## src/rtl/maxnet_controller.sv

```systemverilog
// maxnet_controller: sequencing FSM for the winner-take-all (MAXNET) datapath.
// Ports:
//   clk, rst (async, active-low)
//   start/ready          request handshake, start sampled only in IDLE
//   complete             datapath "single winner left" flag, looked at in CHECK
//   sel, en0..en3        datapath mux select and register load strobes
//   busy                 high while a run is in flight (not IDLE, not DONE)
//   result_valid/ack     completion handshake, valid held until acknowledged
//   timeout              qualifies result_valid: no convergence within MAX_ITER
//   iter_count           AReg updates performed in the current or last run
module maxnet_controller #(
    parameter int MAX_ITER = 31,
    parameter int CNT_W    = 5
) (
    input  logic             clk,
    input  logic             rst,
    input  logic             start,
    input  logic             complete,
    input  logic             result_ack,
    output logic             ready,
    output logic             busy,
    output logic             sel,
    output logic             en0,
    output logic             en1,
    output logic             en2,
    output logic             en3,
    output logic             result_valid,
    output logic             timeout,
    output logic [CNT_W-1:0] iter_count
);
    typedef enum logic [2:0] {IDLE, LOAD, FIRST, ITER, ACC, CHECK, SELECT, DONE} state_t;

    localparam logic [CNT_W-1:0] MAX_CNT = CNT_W'(MAX_ITER);

    state_t state, nxt;

    // iter_count already includes the update made on the ACC edge when CHECK looks at it
    always_comb begin
        nxt = state;
        case (state)
            IDLE:        nxt = start ? LOAD : IDLE;
            LOAD:        nxt = FIRST;
            FIRST, ITER: nxt = ACC;
            ACC:         nxt = CHECK;
            CHECK:       nxt = complete ? SELECT : (iter_count == MAX_CNT) ? DONE : ITER;
            SELECT:      nxt = DONE;
            DONE:        nxt = result_ack ? IDLE : DONE;
            default:     nxt = IDLE;
        endcase
    end

    // Outputs are registered from the next state so they line up with the state register
    always_ff @(posedge clk or negedge rst) begin
        if (!rst) begin
            state        <= IDLE;
            ready        <= 1'b1;
            busy         <= 1'b0;
            sel          <= 1'b0;
            en0          <= 1'b0;
            en1          <= 1'b0;
            en2          <= 1'b0;
            en3          <= 1'b0;
            result_valid <= 1'b0;
            timeout      <= 1'b0;
            iter_count   <= '0;
        end else begin
            state        <= nxt;
            ready        <= nxt == IDLE;
            busy         <= nxt != IDLE && nxt != DONE;
            sel          <= nxt == LOAD || nxt == FIRST;
            en0          <= nxt == LOAD;
            en1          <= nxt == FIRST || nxt == ITER;
            en2          <= nxt == ACC;
            en3          <= nxt == SELECT;
            result_valid <= nxt == DONE;
            if (state == IDLE && start) begin
                iter_count <= '0;
                timeout    <= 1'b0;
            end
            if (state == ACC && iter_count != '1)
                iter_count <= iter_count + 1'b1;
            if (state == CHECK && !complete && iter_count == MAX_CNT)
                timeout <= 1'b1;
        end
    end
endmodule

```

## config.mk

```make
export PLATFORM = sky130hd
export DESIGN_NAME = maxnet_controller
export DESIGN_NICKNAME = d
export VERILOG_FILES = /design/src/rtl/maxnet_controller.sv
export SDC_FILE = /design/constraint.sdc
export NUM_CORES = 1
export LEC_CHECK = 0
export ABC_AREA = 1
export CORE_MARGIN = 3
export CORE_UTILIZATION = 32
export DETAILED_ROUTE_END_ITERATION = 8
export RECOVER_POWER = 25
export SKIP_LAST_GASP = 1
export SLEW_MARGIN = 20
export SYNTH_ARGS = -nofsm -noshare
export SYNTH_HDL_FRONTEND = slang
export SYNTH_SLANG_ARGS = --single-unit
export TNS_END_PERCENT = 50
```

## constraint.sdc

```tcl
create_clock -name clk -period 2.25 [get_ports clk]
set_clock_uncertainty 0.1 [all_clocks]
set_input_delay 0.675 -clock clk [delete_from_list [all_inputs] [get_ports clk]]
set_output_delay 0.675 -clock clk [all_outputs]
set_load 0.005 [all_outputs]
```

### Yosys cells after proc, flatten, opt, wreduce, memory -nomap -nowiden

Index checks and enable logic that the tools add are counted.

* flip-flop bits (word level): 17
* bits in latches: 0
* memory bits (writable): 0
* ROM bits: 0
* input port bits: 5
* output and inout bits: 14
* memories kept: 0

* add/sub/neg operators: 1
* $mul: 0
* divide/modulo/power cells: 0
* $lt $le $gt $ge: 0
* equality and inequality tests: 16
* shifts and indexed selects: 0
* mux-type cells: 9
* bitwise operators: 0
* reduce and logical (&&, ||, !) cells: 14

Operator list (number)
* 3-bit equality test, second input constant: 7
* 3-bit one-hot mux with 7 select lines: 1
* 3-bit by 2-bit equality test with 1-bit output, second input constant: 4
* 5-bit two-way mux: 2
* 3-bit two-way mux: 3
* 3-bit by 1-bit equality test with 1-bit output, second input constant: 2
* 3-bit zero test: 2
* 5-bit by 1-bit adder with 5-bit output, second input constant: 1
* 5-bit equality test, second input constant: 1
* 1-bit logical AND: 5
* 5-bit inequality test, second input constant: 1
* 2-bit nonzero test: 2
* 1-bit two-way mux: 3
* 3-bit inequality test, second input constant: 1
* 3-bit nonzero test: 1
* 1-bit logical OR: 2
* 2-bit OR reduction: 1
* 1-bit zero test: 1

### Logic depth before layout (Yosys ltp)

Gate-level depths: netlist of the first run.

* depth in word-level cells: 6
* gate-level depth with buffers: 10

### Worst setup path before layout of the first run

OpenSTA, ideal clock, no wires.

* kind: register to register
* start: reg iter_count[0]
* end: reg busy
* library setup time: 116 ps
* arrival: 1370 ps
* required time: 2034 ps
* setup slack: 663 ps
* stages on the path, launching flop included: 11
* path buffers: 0
* path through: dfrtp_1 > ha_1 > nand2_1 > nor2_1 > ha_1 > inv_1 > a21oi_2 > nor2_4 > inv_2 > nand2_1 > nand2_1

* longest elaborated chain between the ends: 6

RTL lines
* start, declared: line 29 `output logic [CNT_W-1:0] iter_count`
* start signal, assigned: line 81 `iter_count <= iter_count + 1'b1;`
* 5-bit equality test (*): line 45 `CHECK: nxt = complete ? SELECT : (iter_count == MAX_CNT) ? DONE : ITER;`
* 3-bit two-way mux (*) (2 in a row): line 45
* 3-bit one-hot mux with 7 select lines (*): line 40 `case (state)`
* net nxt[2]: line 35 `state_t state, nxt;`
* 3-bit inequality test / 3-bit nonzero test (equally long branches): line 69 `busy <= nxt != IDLE && nxt != DONE;`
* 1-bit logical AND (*): line 69
* end signal, assigned: line 57 `busy <= 1'b0;`
* end signal, assigned: line 69
* end, declared: line 21 `output logic busy,`

The timed path passes the listed nets; every way through them passes the cells marked *.
A chain may end at the register's enable or synchronous reset.

### Worst setup path in the final report of the first run

* start: reg ready
* end: out ready

RTL lines
* start, declared: line 20 `output logic ready,`
* start signal, assigned: line 56 `ready <= 1'b1;`
* start signal, assigned: line 68 `ready <= nxt == IDLE;`

No word-level cell between the ends.

==> results.py, run 1 <==
metrics = {
    "drt": {
        "vias": 577,
        "wl_per_cell_um": 10.19,
        "routed_wl_um": 1345,
        "drt_iter0_drc": 7,
        "antenna_left": 0,
        "drcViolationCount": 0,
        "routed_via_density": 4.371,
        "dr.pass1.iters": 4,
    },
    "global_route": {
        "grtUsageTotal": 0.1130,
        "grt_max_degree": 18,
        "grt_overflow": 0,
        "grt_pass1_vias": 562,
        "antenna_found_initial": 0,
        "grt_pass1_wl_um": 2380,
    },
    "clock_network": {
        "post-cts-setup-buffer-count": 0,
        "cts.clk_slew.worst_paths_ps": 100,
        "clkSinkCount": 17,
        "hold_buffers": 0,
        "cts_inserted_buffers": 3,
        "ctsResizeCount": 0,
        "clock-root-buffer": "clkbuf_4",
        "cts.htree.levels": 1,
        "cts_tree": "yes",
        "clock_latency_ps": 290,
        "cts_max_path_buffers": 2,
    },
    "worst_setup_path": {
        "critPathRequiredTime_ps": 1470,
        "critPathKind": "flip-flop to output port",
        "crit_chain": "clkdlybuf4s50_1",
        "crit_buf_inv": 1,
        "cpLargestDelayFamily": "flip-flops",
        "end_kind": "output port",
        "crit_path_top_delay_cell": "dfstp_2",
        "critPathMaxStageDelay_ps": 520,
        "crit_arrival_ps": 1290,
        "critPathMaxFanout": 1,
        "startpoint_type": "flip-flop",
    },
    "die": {
        "initial_core_util": 0.3618,
        "core_sq_um": 2082,
        "io_pins": 19,
        "dieArea_sq_um": 2972,
        "die_h_um": 54.52,
        "rows": 16,
        "dieWidth_um": 54.52,
    },
    "timing": {
        "period_share": 0.9173,
        "slew_viol_final": 0,
        "rsz0062_at_grt": "no",
        "slew_headroom": 0.4182,
        "period_minus_slack_ps": 2064,
        "worstMarginPinSlew_ps": 872.8,
        "finalSetupTns_ps": 0,
        "clock.fmax_ghz": 0.4845,
        "hold_violations": 0,
        "setup_viol": 0,
        "worst_slack_ps": 186.0,
    },
    "cells_and_area": {
        "largest_reg_flops": 5,
        "area_growth_pct": 32.56,
        "post-route-util": 0.4796,
        "final_nets": 113,
        "top_regs": "iter_count x5, state x3",
        "num_antenna_cells": 0,
        "fill_cells": 208,
        "layout-drive-gt1-share": 0.1714,
        "largest_register": "iter_count",
    },
    "status": {
        "status": "finished clean",
    },
    "placed_design": {
        "globalplace.congestion": 0.8068,
        "dp_slack_ps": 306.6,
        "dp_hpwl_um": 1084,
        "place.port_buffers": 18,
    },
    "power": {
        "powerDensity_nw_per_um2": 1314,
        "p_leak_uw": 0.0004897,
        "irDropWorstVdd_mv": 0.6982,
    },
    "synth": {
        "synthDistinctLibCells": 21,
        "synth_warnings": 0,
        "ys_ff_latch": 17,
        "synth_fp_nets": 89,
        "postSynthCellCount": 82,
        "yosysSeqAreaShare": 0.5664,
        "netlist_area_sq_um": 753.2,
        "avgSynthCellArea_sq_um": 9.186,
    },
    "worst_hold_path": {
        "hold_path.class": "flip-flop to flip-flop",
    },
    "run": {
        "cap_violations": 0,
    },
}
==> layer usage <==
metal  track usage  up-vias  wire length, um
met2        0.1793       15              644
met1        0.1419      260              614
met5             0        -                0
met4       0.02490        0                0
li1              -      302                -
met3       0.04905        0               85
==> placed cells by master, fill, tap and decap left out, drive strengths merged, types with 2 or more instances in the layout <==
master | synthesis | layout
ha | 2 | 2
nand4 | 2 | 2
a21oi | 2 | 2
inv | 14 | 14
dfrtp | 16 | 16
o21ai | 4 | 4
clkdlybuf4s50 | 0 | 17
nand2 | 21 | 21
nor2 | 11 | 11
clkbuf | 0 | 4
nand3 | 5 | 5
==> area by class of cell <==
cell class,instances,area [sq um],share of cell area
clock inverters,1,5.005,0.005013
flip-flops and latches,17,426.7,0.4273
well taps,27,33.78,0.03383
clock buffers,3,22.52,0.02256
repair buffers,19,183.9,0.1842
multi-input cells,51,274.0,0.2744
inverters,14,52.55,0.05263
==> cell families (layout without fill, tap and decap cells) <==
family | count (synthesis) | after routing | share of synthesized area
AND/OR/NAND/NOR | 40 | 40 | 0.2558
flip-flops | 17 | 17 | 0.5664
buffers and inverters | 14 | 37 | 0.06977
AO/OA/AOI/OAI | 8 | 8 | 0.06313
adder cells (fa/ha/maj) | 2 | 2 | 0.03322
XOR/XNOR | 1 | 1 | 0.01163
==> worst paths after layout <==
check                                      end  depth (start not counted)  slack, ps                 startpoint
setup / recovery                         ready                          1        190            ready$_DFF_PN1_
hold / removal             timeout$_DFFE_PN0P_                          2        400        timeout$_DFFE_PN0P_
setup reg to reg                 en3$_DFF_PN0_                          8        500  iter_count[0]$_DFFE_PN0P_
hold reg to reg            timeout$_DFFE_PN0P_                          2        400        timeout$_DFFE_PN0P_
max in group asynchronous        en0$_DFF_PN0_                          2        610                        rst
min in group asynchronous   state[1]$_DFF_PN0_                          2        900                        rst
==> through the flow <==
step | total power [uW] | cells | area (sq um) | hold slack [ps]
final | 1312 | 132 | 998.5 | 398.5
after global routing | 1443 | 132 | 998.5 | 447.8
after CTS | 1330 | 132 | 1002 | 408.1
after detailed placement | 1168 | 128 | 974.7 | 385.5
after global placement | 1163 | 128 | 974.7 | 391.2
after floorplan | 893.8 | 82 | 753.2 | 279.4
==> power breakdown <==
group | switching [uW] | total, uW | leakage [uW] | internal (uW)
Combinational | 332 | 625 | 0.000254 | 293
Sequential | 99.7 | 529 | 0.000218 | 429
Clock | 92.0 | 158 | 0.0000177 | 66.1
==> cells in the mapped netlist <==
cell     count  area share
a21oi_1      1      0.0066
a21oi_2      1       0.012
dfrtp_1     16        0.53
dfstp_2      1       0.035
ha_1         2       0.033
inv_1        9       0.045
inv_2        5       0.025
nand2_1     19       0.095
nand2_2      2       0.017
nand3_1      4       0.027
nand3_2      1       0.013
nand4_1      2       0.017
nor2_1       7       0.035
nor2_2       2       0.017
nor2_4       2       0.030
nor3_1       1      0.0066
o21ai_0      2       0.013
o21ai_1      2       0.013
o22ai_1      1      0.0083
o31ai_1      1       0.010
xor2_1       1       0.012
Power figures use the tool's default switching activity.
==> run 2: changes to the inputs <==
Clock period 2.25 ns to 2.3 ns, I/O delays scaled along.
==> results of run 2 <==
The final DEF is identical to that of run 1. Status: finished clean.
Among the figures that moved: setup slack after placement 306.6 ps -> 341.6 ps; setup slack after layout 186.0 ps -> 221.0 ps; register-to-register setup slack 500 ps -> 550 ps; total power 1312 uW -> 1284 uW; worst IR drop on VDD 0.6982 mV -> 0.6830 mV
